**src/rtl/seq_divider_if.sv**
```systemverilog
// Request/response bundle between an execute-stage master and the iterative divider.
// The master drives the operands and start; the divider returns status and results.
interface seq_divider_if #(
    parameter int WIDTH = 32
);
    logic             start;
    logic             is_signed;
    logic [WIDTH-1:0] dividend;
    logic [WIDTH-1:0] divisor;
    logic             busy;
    logic             done;
    logic [WIDTH-1:0] quotient;
    logic [WIDTH-1:0] remainder;
    logic             div_by_zero;

    modport master (
        output start, is_signed, dividend, divisor,
        input  busy, done, quotient, remainder, div_by_zero
    );

    modport slave (
        input  start, is_signed, dividend, divisor,
        output busy, done, quotient, remainder, div_by_zero
    );
endinterface

```
**src/rtl/seq_divider.sv**
```systemverilog
// Iterative restoring divider: one quotient bit per clock on operand magnitudes,
// followed by a single sign-fix cycle. Signed mode truncates toward zero.
module seq_divider #(
    parameter int WIDTH = 32
) (
    input  logic          clk,
    input  logic          reset,
    seq_divider_if.slave  bus
);
    localparam int CNT_W = $clog2(WIDTH);
    localparam logic [CNT_W-1:0] LAST_ITER = CNT_W'(WIDTH - 1);

    typedef enum logic [1:0] {IDLE, RUN, FIX} state_t;

    state_t           state_reg, state_next;
    logic [CNT_W-1:0] count_reg;
    logic [WIDTH-1:0] dvd_reg;
    logic [WIDTH-1:0] dvs_reg;
    logic [WIDTH-1:0] rem_reg;
    logic             dvd_neg_reg;
    logic             dvs_neg_reg;
    logic             zero_reg;
    logic             done_reg;
    logic [WIDTH-1:0] quotient_reg;
    logic [WIDTH-1:0] remainder_reg;
    logic             div_by_zero_reg;

    logic             dvd_neg_in, dvs_neg_in;
    logic [WIDTH-1:0] dvd_mag_in, dvs_mag_in;
    logic [WIDTH:0]   shifted, trial;

    // The most-negative value negates to itself, which is exactly its unsigned magnitude.
    assign dvd_neg_in = bus.is_signed & bus.dividend[WIDTH-1];
    assign dvs_neg_in = bus.is_signed & bus.divisor[WIDTH-1];
    assign dvd_mag_in = dvd_neg_in ? -bus.dividend : bus.dividend;
    assign dvs_mag_in = dvs_neg_in ? -bus.divisor  : bus.divisor;

    // Partial remainder stays below the divisor, so WIDTH+1 bits hold the trial result.
    assign shifted = {rem_reg, dvd_reg[WIDTH-1]};
    assign trial   = shifted - {1'b0, dvs_reg};

    always_ff @(posedge clk) begin
        if (reset) begin
            state_reg <= IDLE;
        end else begin
            state_reg <= state_next;
        end
    end

    always_comb begin
        state_next = state_reg;
        case (state_reg)
            IDLE:    if (bus.start) state_next = RUN;
            RUN:     if (count_reg == LAST_ITER) state_next = FIX;
            FIX:     state_next = IDLE;
            default: state_next = IDLE;
        endcase
    end

    always_ff @(posedge clk) begin
        if (reset) begin
            count_reg       <= '0;
            dvd_reg         <= '0;
            dvs_reg         <= '0;
            rem_reg         <= '0;
            dvd_neg_reg     <= 1'b0;
            dvs_neg_reg     <= 1'b0;
            zero_reg        <= 1'b0;
            done_reg        <= 1'b0;
            quotient_reg    <= '0;
            remainder_reg   <= '0;
            div_by_zero_reg <= 1'b0;
        end else begin
            done_reg <= 1'b0;
            case (state_reg)
                IDLE: begin
                    if (bus.start) begin
                        dvd_reg     <= dvd_mag_in;
                        dvs_reg     <= dvs_mag_in;
                        dvd_neg_reg <= dvd_neg_in;
                        dvs_neg_reg <= dvs_neg_in;
                        zero_reg    <= (bus.divisor == '0);
                        rem_reg     <= '0;
                        count_reg   <= '0;
                    end
                end
                RUN: begin
                    rem_reg   <= trial[WIDTH] ? shifted[WIDTH-1:0] : trial[WIDTH-1:0];
                    dvd_reg   <= {dvd_reg[WIDTH-2:0], ~trial[WIDTH]};
                    count_reg <= count_reg + 1'b1;
                end
                FIX: begin
                    // Re-applying the dividend sign to the remainder also restores the
                    // original dividend on a zero divisor, so only the quotient is special-cased.
                    quotient_reg    <= zero_reg ? '1
                                     : ((dvd_neg_reg ^ dvs_neg_reg) ? -dvd_reg : dvd_reg);
                    remainder_reg   <= dvd_neg_reg ? -rem_reg : rem_reg;
                    div_by_zero_reg <= zero_reg;
                    done_reg        <= 1'b1;
                end
                default: ;
            endcase
        end
    end

    assign bus.busy        = (state_reg != IDLE);
    assign bus.done        = done_reg;
    assign bus.quotient    = quotient_reg;
    assign bus.remainder   = remainder_reg;
    assign bus.div_by_zero = div_by_zero_reg;
endmodule

```
**src/flat_wrapper.sv**
```systemverilog
// flat-port wrapper written by rule: the top's interface ports become plain ports
module seq_divider_flat 
#(
    parameter int WIDTH = 32
)
  (clk, reset, bus_start, bus_is_signed, bus_dividend, bus_divisor, bus_busy, bus_done, bus_quotient, bus_remainder, bus_div_by_zero);
  seq_divider_if #(.WIDTH(WIDTH)) bus_i ();
  input  logic clk;
  input  logic reset;
  input wire logic [$bits(bus_i.start)-1:0] bus_start;
  input wire logic [$bits(bus_i.is_signed)-1:0] bus_is_signed;
  input wire logic [$bits(bus_i.dividend)-1:0] bus_dividend;
  input wire logic [$bits(bus_i.divisor)-1:0] bus_divisor;
  output wire logic [$bits(bus_i.busy)-1:0] bus_busy;
  output wire logic [$bits(bus_i.done)-1:0] bus_done;
  output wire logic [$bits(bus_i.quotient)-1:0] bus_quotient;
  output wire logic [$bits(bus_i.remainder)-1:0] bus_remainder;
  output wire logic [$bits(bus_i.div_by_zero)-1:0] bus_div_by_zero;
  assign bus_i.start = bus_start;
  assign bus_i.is_signed = bus_is_signed;
  assign bus_i.dividend = bus_dividend;
  assign bus_i.divisor = bus_divisor;
  assign bus_busy = bus_i.busy;
  assign bus_done = bus_i.done;
  assign bus_quotient = bus_i.quotient;
  assign bus_remainder = bus_i.remainder;
  assign bus_div_by_zero = bus_i.div_by_zero;
  seq_divider #(.WIDTH(WIDTH)) u_core (.clk(clk), .reset(reset), .bus(bus_i));
endmodule
```
**config.mk**
```make
export PLATFORM = sky130hd
export DESIGN_NAME = seq_divider_flat
export DESIGN_NICKNAME = d
export VERILOG_FILES = /design/src/rtl/seq_divider_if.sv /design/src/rtl/seq_divider.sv /design/src/flat_wrapper.sv
export SDC_FILE = /design/constraint.sdc
export NUM_CORES = 1
export LEC_CHECK = 0
export BUFFER_PORTS_ARGS = -buffer_cell sky130_fd_sc_hd__buf_2
export CORE_MARGIN = 1
export CORE_UTILIZATION = 64
export DETAILED_ROUTE_END_ITERATION = 6
export PLACE_DENSITY = 0.87
export SYNTH_ARGS = -nofsm -noshare
export SYNTH_HDL_FRONTEND = slang
export SYNTH_SLANG_ARGS = --single-unit
```
**constraint.sdc**
```tcl
create_clock -name clk -period 9 [get_ports clk]
set_clock_uncertainty 0.1 [all_clocks]
set_input_delay 1.8 -clock clk [delete_from_list [all_inputs] [get_ports clk]]
set_output_delay 1.8 -clock clk [all_outputs]
set_load 0.005 [all_outputs]
```
== Word-level counts from Yosys, hierarchy flattened ==
Index checks and enable logic that the tools add are counted.

* Muxes and demuxes: 16
* Add/sub/neg operators: 6
* Equal/unequal tests: 5
* Reductions and logical operators: 7
* Bitwise logic cells: 4

{| class="wikitable"
|+ Operator list
! kind !! number
|-
| 2-to-1 mux 32 bit || 8
|-
| negation 32 bit || 4
|-
| one-hot mux 32 bit (2 select lines) || 2
|-
| subtractor 33 x 32 -> 33 bit || 1
|-
| logical NOT 32 bit || 1
|-
| one-hot mux 5 bit (2 select lines) || 1
|-
| AND reduction 2 bit || 3
|-
| adder 5 x 1 -> 5 bit (second input constant) || 1
|-
| equality test 5 bit (second input constant) || 1
|-
| 2-to-1 mux 5 bit || 1
|-
| 2-to-1 mux 2 bit || 2
|-
| one-hot mux 2 bit (2 select lines) || 1
|-
| nonzero test 2 bit || 2
|-
| bitwise AND 1 bit || 2
|-
| equality test 2 x 1 -> 1 bit (second input constant) || 1
|-
| equality test 2 bit (second input constant) || 1
|-
| logical NOT 2 bit || 1
|-
| inequality test 2 x 1 -> 1 bit (second input constant) || 1
|-
| inequality test 2 bit (second input constant) || 1
|-
| 2-to-1 mux 1 bit || 1
|-
| inverter 1 bit || 1
|-
| XOR 1 bit || 1
|}

* Output and inout bits: 67
* Bits of input ports: 68
* Register bits after elaboration: 172

== Logic depth before layout (Yosys ltp) ==
Gate-level depths: netlist of the first run.

* Depth after elaboration: 4
* Gate-level depth with buffers: 13

== Least setup slack after synthesis of the first run ==
OpenSTA, ideal clock, no wires.

* Path type: input-to-reg
* From: input bus_divisor[6]
* To: register u_core.dvs_reg[29]
* Path slack: 5.038 ns
* Required time: 8.814 ns
* Stages on the path: 9
* Arrival: 3.777 ns
* Cell sequence: nor3_1 and3_1 and3_1 nand2_1 or4_1 nor4_1 a21oi_1 xnor2_1 a211oi_1

* Word-level cells in the longest chain between the ends: 2

{| class="wikitable"
|+ Ends and longest elaborated chain
! element !! line !! source
|-
| from (decl) || flat_wrapper.sv:13 || <nowiki>input wire logic [$bits(bus_i.divisor)-1:0] bus_divisor;</nowiki>
|-
| negation 32 bit || seq_divider.sv:36 || <nowiki>assign dvs_mag_in = dvs_neg_in ? -bus.divisor : bus.divisor;</nowiki>
|-
| 2-to-1 mux 32 bit || seq_divider.sv:36 ||
|-
| to (signal assigned) || seq_divider.sv:79 || <nowiki>dvs_reg <= dvs_mag_in;</nowiki>
|-
| to (decl) || seq_divider.sv:18 || <nowiki>logic [WIDTH-1:0] dvs_reg;</nowiki>
|}

Every way passes these cells.
A chain may end at the register's enable or synchronous reset.

== Worst setup path in the final report of the first run ==
* From: input bus_divisor[2]
* To: register u_core.dvs_reg[29]

The elaborated chain is that of the path after synthesis.

==> results by stage, run 1 <==
Run status:
- The run finished with clean final reports.

Route:
- After detailed routing, the total wire length is 28,000 um.
- Detailed routing inserted a total of 10,500 vias.
- In the routed layout, each cell is associated on average with a via count of 6.25.
- After the first detailed-routing iteration, the DRC count stood at 1,090.
- After detailed routing, the number of remaining DRC violations is 0.
- The remaining antenna violation count after routing is 0.
- The detail-routed net length per standard cell is 16.7 um.
- The number of iterations in the first detailed-routing pass is 7.

Critical path:
- The critical register-to-register path startpoint is u_core.rem_reg[4].
- Traced cell by cell, the critical path runs through buf_2 -> nor2_1 -> and3_1 -> and3_1 -> nand2_1 -> or4_1 -> nor4_1 -> a21oi_1 -> xnor2_1 -> a211oi_1.
- Data on the critical path is required at its endpoint by 9.24 ns.
- The data arrival at the endpoint of the critical path is 4.26 ns.
- The worst-case reg-to-reg path depth is 10.
- The destination of the worst register-to-register timing path is u_core.rem_reg[30].
- The library cell contributing the largest single delay on the critical path is sky130_fd_sc_hd__or4_1.
- The type of origin of the critical path is an input pin.
- The worst setup path is captured at a flip-flop.
- In this run the worst path has a maximum fanout of 6.
- Among the stages of the critical path, the cell type that occurs most often is sky130_fd_sc_hd__and3_1.
- The classification of the worst setup path is in -> reg.
- The maximum single-stage delay on the critical path is 0.43 ns.
- The register-to-register setup slack is 5.06 ns.

Timing:
- The number of failing hold endpoints at the final stage is 0.
- Dividing the final minimum period by the clock period gives 0.447.
- The number of pins with negative max-slew slack in the final report was 0.
- Adding up every negative setup slack in the final design gives 0 ns.
- The minimum clock period is 4.03 ns.
- The total of endpoints with negative setup slack in the final report is 0.
- In this run the tightest slew margin relative to its limit is 0.124.
- For the pin with the worst max-slew slack, the measured transition is 1.31 ns.
- The timing-limited maximum frequency is 0.248 GHz.
- Setup repair after global routing left no endpoint under its margin.

Clocking:
- The clock tree from TritonCTS is built.
- The H-tree was split into 4 levels.
- The root cell of the clock tree is sky130_fd_sc_hd__clkbuf_16.
- Clock-pin slew was measured on the worst setup and hold paths at 0.06 ns.
- The number of buffers on the longest clock path is 2.
- Counting every sink on the clock net gives 172.
- The clock insertion delay at the later pin of the skew report is 0.44 ns.
- The post-CTS setup buffer count is 0.
- The number of hold buffers added after CTS is 0.
- The number of buffers inserted during clock tree synthesis is 17.
- The number of resized instances in the post-cts repair step is 0.

Synth:
- sky130_fd_sc_hd__dfxtp_1 is the most common cell in the netlist.
- In this run, synthesis inferred 0 flip-flops with an integrated enable.
- The compound-gate portion of the synthesized area is 0.247.
- Of the total synthesized cell area, the portion taken by full adders, half adders and majority gates is 0.0469.
- Counting flops and latches in the post-synthesis netlist gives 172.
- The share of synthesized area in the top cell type comes to 0.326.
- Yosys attributes the largest share of cell area to sky130_fd_sc_hd__dfxtp_1, sky130_fd_sc_hd__xor2_1, sky130_fd_sc_hd__nor2_1.
- The Yosys step of the flow raised 0 warnings.
- The mapped cell area is 0.0106 mm^2.
- In the synthesized netlist the async set-or-reset flop fraction comes to 0.
- The multiplexer share of the synthesized area is 0.00568.
- The cell taking the most area after synthesis is sky130_fd_sc_hd__dfxtp_1.
- The dominant combinational cell family by area after synthesis is compound AO/OA/AOI/OAI gates.
- Counting instances in the post-synthesis netlist gives the leading cell types as sky130_fd_sc_hd__dfxtp_1, sky130_fd_sc_hd__nor2_1, sky130_fd_sc_hd__nand2_1, sky130_fd_sc_hd__a21oi_1, sky130_fd_sc_hd__xor2_1.
- The synthesized net count is 1,482.
- The mean cell area of the mapped netlist is 7.69 um^2.
- For this run, the register share of the synthesized area comes to 0.326.
- Counting every instance in the synthesized netlist gives 1,375.
- Of the total synthesized cell area, the portion taken by AND, OR, NAND and NOR gates is 0.210.
- The post-synthesis cell type count is 62.
- In the synthesized netlist the dominant register cell turns out to be sky130_fd_sc_hd__dfxtp_1.
- The share of the synthesized netlist area taken by xor and xnor gates is 0.114.

Pwr:
- The internal portion of the total power is 1.40 mW.
- In this run the power density over the cells is 172 mW/mm^2.
- The switching fraction of total power is 0.313.
- Summed over all nets, the switching power comes to 0.640 mW.
- The combinational share of power is 0.219.
- The proportion of power drawn by the clock network is 0.375.
- Of the total power, registers draw 0.406.
- IR analysis of the VDD net gives a maximum drop of 0.000157 V.
- The total leakage power is 4.85 nW.

Hold path:
- Counting instances, the worst hold path has a depth of 2.
- The type of the most critical hold path is reg -> reg.
- The end point of the worst hold path is u_core.dvd_neg_reg.
- The worst hold path begins at u_core.dvd_neg_reg.

Placement:
- The HPWL after detailed placement is 20,000 um.
- Buffers placed on the I/O ports in this run total 134.
- The post-placement cell area is 0.0113 mm^2.
- At the end of routability-driven placement, the weighted congestion stood at 0.960.

Job:
- The number of max-capacitance violations reported is 0.

Floorplan:
- The area of the die is 0.0170 mm^2.
- The horizontal die dimension is 131 um.
- The number of core rows is 46.
- The initial core utilization is 0.661.
- The floorplan step defined a core boundary enclosing 0.0160 mm^2.
- 135 I/O pins were placed.
- The floorplan die height is 131 um.

Global routing:
- The number of antenna violations at the first check in global routing was 0.
- The global-route usage over all layers is 0.327.
- The via count of the first global-routing pass is 8,793.
- The largest net degree at the start of global routing is 98.
- The wire length of the first global-routing pass is 44,300 um.
- The overflow left after global routing is 0.

Cells and area:
- At the end of the flow, the number of nets in the layout was 1,555.
- The fraction of layout cells with a size suffix above 1 is 0.132.
- The number of inserted diodes is 0.
- The layout overhead on the synthesized area is 12.5%.
- Counting the fill cells in the layout gives 1,263.
- The finished cells cover 0.0119 mm^2.
## worst max-delay path: cells and delay by family
family,cells,cell delay [ns]
AOI/OAI and AO/OA,2,0.40
and+or+nand+nor,6,1.79
buffers and inverters,1,0.12
xor gates and xnor gates,1,0.15
## layer usage
metal / share of wire / vias to the layer above / GRT usage
met4: 0.016 / 0 / 0.0926
met1: 0.47 / 4794 / 0.506
met3: 0.097 / 49 / 0.0546
met5: 0 / - / 0
met2: 0.41 / 537 / 0.458
li1: - / 5099 / -
## worst max-delay path by stage
stage | slack, ns | to | depth (start not counted) | start
after floorplan | 5.04 | u_core.dvs_reg[29] | 9 | bus_divisor[6]
after global placement | 4.68 | u_core.dvs_reg[29] | 10 | bus_divisor[2]
after detailed placement | 4.56 | u_core.dvs_reg[29] | 10 | bus_divisor[2]
after CTS | 5.00 | u_core.dvs_reg[29] | 10 | bus_divisor[2]
after global routing | 4.58 | u_core.dvs_reg[29] | 10 | bus_divisor[2]
final | 4.97 | u_core.dvs_reg[29] | 10 | bus_divisor[2]
## cell usage in the layout (no fill, tap or decap), drive strengths merged, types with 8 or more instances in the layout
master,Yosys,final
a211oi,50,50
nand2,120,120
nand2b,16,16
o31ai,22,22
and3,9,9
nor3,50,50
o21ai,67,67
xnor2,62,62
or3,15,15
nand3,30,30
a32oi,12,12
nor2,170,170
a311oi,11,11
clkbuf,75,17
buf,13,143
nor2b,9,9
a21o,9,9
inv,51,55
a31oi,14,14
and2,8,8
o41ai,10,10
dfxtp,172,172
ha,38,38
a21oi,117,117
xor2,76,76
nand4,8,8
nor4,16,16
a22oi,31,31
or4,14,14
o22ai,23,23
## metrics by stage
| step | std cells | power (mW) | util | setup WS (ns) | hold slack (ns) |
|---|---|---|---|---|---|
| CTS | 1677 | 2.03 | 0.743 | 5.00 | 0.362 |
| global route | 1677 | 2.13 | 0.743 | 4.58 | 0.402 |
| detailed placement | 1645 | 1.28 | 0.704 | 4.56 | 0.354 |
| finish | 1677 | 2.04 | 0.743 | 4.97 | 0.368 |
| global placement | 1645 | 1.26 | 0.704 | 4.68 | 0.341 |
| floorplan | 1375 | 1.16 | - | 5.04 | 0.332 |
## power by group through the flow
stage | combinational, mW | sequential [mW] | clock [mW]
after floorplan | 0.331 | 0.830 | 0
after global placement | 0.422 | 0.843 | 0
after detailed placement | 0.431 | 0.844 | 0
after CTS | 0.437 | 0.828 | 0.765
after global routing | 0.492 | 0.833 | 0.801
final | 0.448 | 0.830 | 0.765
## logic make-up (layout without fill, tap and decap cells)
| family | count (synthesis) | in the layout |
|---|---|---|
| buf+inv | 140 | 226 |
| simple gates | 477 | 477 |
| compound gates | 403 | 403 |
| flops | 172 | 172 |
| fa+ha+maj | 39 | 39 |
| xor+xnor | 138 | 138 |
| mux | 6 | 6 |
## cell type report
type	count	area, um^2	area share
multi-input combinational	1063	6630	0.557
timing repair buffer	143	741	0.0623
clock inverter	15	190	0.0160
sequential	172	3440	0.290
clock buffer	17	425	0.0358
tap	216	270	0.0227
inverter	51	191	0.0161
Note: power is estimated with default switching activity, not from simulation.
==> run 2: changes to the inputs <==
--- a/config.mk
+++ b/config.mk
@@ -7,9 +7,9 @@
 export LEC_CHECK = 0
 export BUFFER_PORTS_ARGS = -buffer_cell sky130_fd_sc_hd__buf_2
 export CORE_MARGIN = 1
-export CORE_UTILIZATION = 64
+export CORE_UTILIZATION = 53
 export DETAILED_ROUTE_END_ITERATION = 6
-export PLACE_DENSITY = 0.87
+export PLACE_DENSITY = 0.77
 export SYNTH_ARGS = -nofsm -noshare
 export SYNTH_HDL_FRONTEND = slang
 export SYNTH_SLANG_ARGS = --single-unit
==> constraint.sdc (replaced) <==
create_clock -name clk -period 3.4 [get_ports clk]
set_clock_uncertainty 0.1 [all_clocks]
set_input_delay 0.68 -clock clk [delete_from_list [all_inputs] [get_ports clk]]
set_output_delay 0.68 -clock clk [all_outputs]
set_load 0.005 [all_outputs]
==> results by stage, run 2 (synthesis results as in run 1) <==
Timing:
- Setup repair after global routing left no endpoint under its margin.
- The minimum clock period is 3.22 ns.
- The slew at the pin with the worst max-slew slack is 1.31 ns (+0.00119 ns).
- The share of the clock period used by the worst path after layout is 0.947.
- The final-layout worst hold slack came to 0.353 ns (-0.0153 ns).
- The total of endpoints with negative setup slack in the final report was 0 (unchanged).
- The headroom to the max-slew limit was 0.123 (-0.000799).
- Based on the critical path, the design can be clocked at up to 0.311 GHz.
- The setup total negative slack is 0 ns (unchanged).
- The number of pins with negative max-slew slack in the final report came to 0 (unchanged).
- The number of failing hold endpoints at the final stage came to 0 (unchanged).

Global routing:
- The number of antenna violations at the first check in global routing is 0 (unchanged).
- The global-route met2 utilization is 0.377 (-0.0804).
- The global-route met1 utilization is 0.438 (-0.0676).
- The fraction of met3 tracks used by global routing is 0.0366 (-0.0180).
- The overflow left after global routing came to 0 (unchanged).
- The global-route usage over all layers is 0.274 (-0.0529).
- The wire length of the first global-routing pass is 44,400 um (about the same).
- The via count of the first global-routing pass is 8,601 (-2.2%).
- After global routing, the most crowded layer is met1.
- The largest net degree at the start of global routing is 95 (-3.1%).

Clocking:
- The number of hold buffers added after CTS came to 0 (unchanged).
- The clock insertion delay at the later pin of the skew report is 0.43 ns (about the same).
- The post-CTS setup buffer count was 0 (unchanged).
- The number of buffers inserted during clock tree synthesis is 17 (unchanged).
- The TritonCTS sink count came to 172 (unchanged).
- The clock tree from TritonCTS is built.
- The clock-pin transition on the worst setup and hold timing paths was 0.07 ns (about the same).
- The H-tree depth reported by CTS is 4 (unchanged).
- The number of resized instances in the post-cts repair step came to 0 (unchanged).
- The root cell of the clock tree is sky130_fd_sc_hd__clkbuf_16.
- The number of buffers on the longest clock path is 2 (unchanged).

Cells and area:
- Compared with the post-synthesis result, the final layout area differs by 15.1%.
- The final non-filler cell area is 0.0122 mm^2 (+2.4%).
- The count of nets after finishing was 1,582 (+1.7%).
- The library cells used most frequently in the layout, excluding fill and tap cells, are sky130_fd_sc_hd__dfxtp_1, sky130_fd_sc_hd__nor2_1, sky130_fd_sc_hd__buf_2.
- The fraction of layout cells with a size suffix above 1 is 0.148 (+0.0157).
- The count of non-filler cells in the finished layout is 1,753 (+4.5%).
- Leaving out fill and tap cells, the most frequent cell in the layout is sky130_fd_sc_hd__dfxtp_1.
- The number of inserted diodes was 0 (unchanged).

Pwr:
- The total power of the final layout is 5.45 mW (+170%).
- The maximum ir drop on the vdd rail is 0.000299 V (+90%).
- The power per cell area is 448 mW/mm^2 (+160%).
- The total leakage power is 5.00 nW (+3.1%).

Floorplan:
- The floorplan die height is 143 um (+9.7%).
- The initial core utilization is 0.541 (-0.119).
- The number of top-level pins was 135 (unchanged).
- The horizontal die dimension is 143 um (+9.7%).
- The core box area is 0.0195 mm^2 (+22%).
- The number of core rows was 51 (+11%).
- The area of the die is 0.0205 mm^2 (+20%).

Critical path:
- The highest fanout seen on the critical path was 4 (-2).
- The maximum single-stage delay on the critical path is 0.39 ns (-0.04 ns).
- The signal on the critical path passes through inv_1 -> ha_1 -> a21o_1 -> a211o_1 -> o21ai_0 -> o22ai_1 -> a221o_1 -> a221oi_1 -> o31ai_1 -> a2111oi_0 -> o31ai_1.
- Among all stages on the critical path, the largest delay is contributed by sky130_fd_sc_hd__a221o_1.
- In this design, the critical path's most frequently occurring cell is sky130_fd_sc_hd__o31ai_1.
- The worst path buffer plus inverter count was 1 (unchanged).
- The kind of cell with the highest combined delay along the critical path is compound AO/OA/AOI/OAI gates.
- The classification of the worst setup path is reg -> reg.
- The start point of the critical path is u_core.dvs_reg[5].
- The endpoint required time on the critical path came to 3.60 ns (-5.64 ns).
- The type of origin of the critical path is a flip-flop.
- STA classifies the critical path endpoint as a flip-flop.
- The data arrival at the endpoint of the critical path is 3.42 ns (-0.84 ns).
- In this run the critical register-to-register path is launched from u_core.dvs_reg[5].

Placement:
- The number of placed instances with taps included is 1,721 (+4.6%).
- The post-placement cell area came to 0.0115 mm^2 (+2.5%).
- The number of input and output port buffers inserted came to 134 (unchanged).
- The placer congestion estimate was 0.931 (-3.1%).
- The placed wire-length estimate is 21,500 um (+7.2%).

Route:
- The final wirelength is 28,600 um (+2.1%).
- The remaining antenna violation count after routing is 0 (unchanged).
- The total DRC errors in the routed layout is 0 (unchanged).
- The total via count in the routed design is 10,300 (-1.8%).
- The detail-routed net length per standard cell is 16.3 um (-2.3%).
- The number of vias per cell is 5.87 (-6.1%).
- The number of iterations in the first detailed-routing pass is 5 (-2).
- The iteration-0 DRC count of the detailed router is 948 (-13%).

Hold path:
- The type of the most critical hold path is reg -> reg.
- The startpoint of the worst hold path is u_core.dvs_reg[16].

Job:
- The number of max-capacitance violations reported was 0 (unchanged).

Run status:
- The run finished with clean final reports.
## run 2: report_power, final
| group | internal (mW) | switching [mW] |
|---|---|---|
| clock network | 1.20 | 0.822 |
| registers | 2.09 | 0.0948 |
| logic | 0.482 | 0.753 |
| total | 3.78 | 1.67 |
## run 2: routing by layer
| layer | part of all wire | vias to the layer above |
|---|---|---|
| li1 | - | 5161 |
| met1 | 0.51 | 4731 |
| met2 | 0.40 | 373 |
| met3 | 0.084 | 22 |
| met4 | 0.0088 | 0 |
| met5 | 0 | - |
## run 2: worst register-to-register path: cells and delay by family, from the launching register on
family,cells,cell delay [ns]
AOI/OAI and AO/OA,9,2.32
adders and majority gates,1,0.33
DFF,1,0.32
buffers and inverters,1,0.04
## run 2: cell type report
type                    instances  area, um^2
fillers                      1815        7360
multi-input cells            1063        6630
flip-flops and latches        172        3440
repair buffers                170         956
clock buffers                  20         457
well taps                     265         332
inverters                      51         191
clock inverters                12         159
## run 2: final timing paths
| check | endpoint | slack [ns] | depth (start not counted) |
|---|---|---|---|
| worst max register to register | u_core.rem_reg[30] | 0.18 | 11 |
| worst min register to register | u_core.dvs_reg[16] | 0.35 | 2 |
| worst min-delay path | u_core.dvs_reg[16] | 0.35 | 2 |
| worst max-delay path | u_core.rem_reg[30] | 0.18 | 11 |
## run 2: metrics by stage
| step | util | setup WS (ns) |
|---|---|---|
| 4_1_cts | 0.623 | 0.253 |
| 2_1_floorplan | - | 0.275 |
| 3_3_place_gp | 0.591 | 0.0632 |
| 3_5_place_dp | 0.591 | 0.0429 |
| 5_1_grt | 0.623 | 0.0225 |
| 6_report | 0.623 | 0.182 |
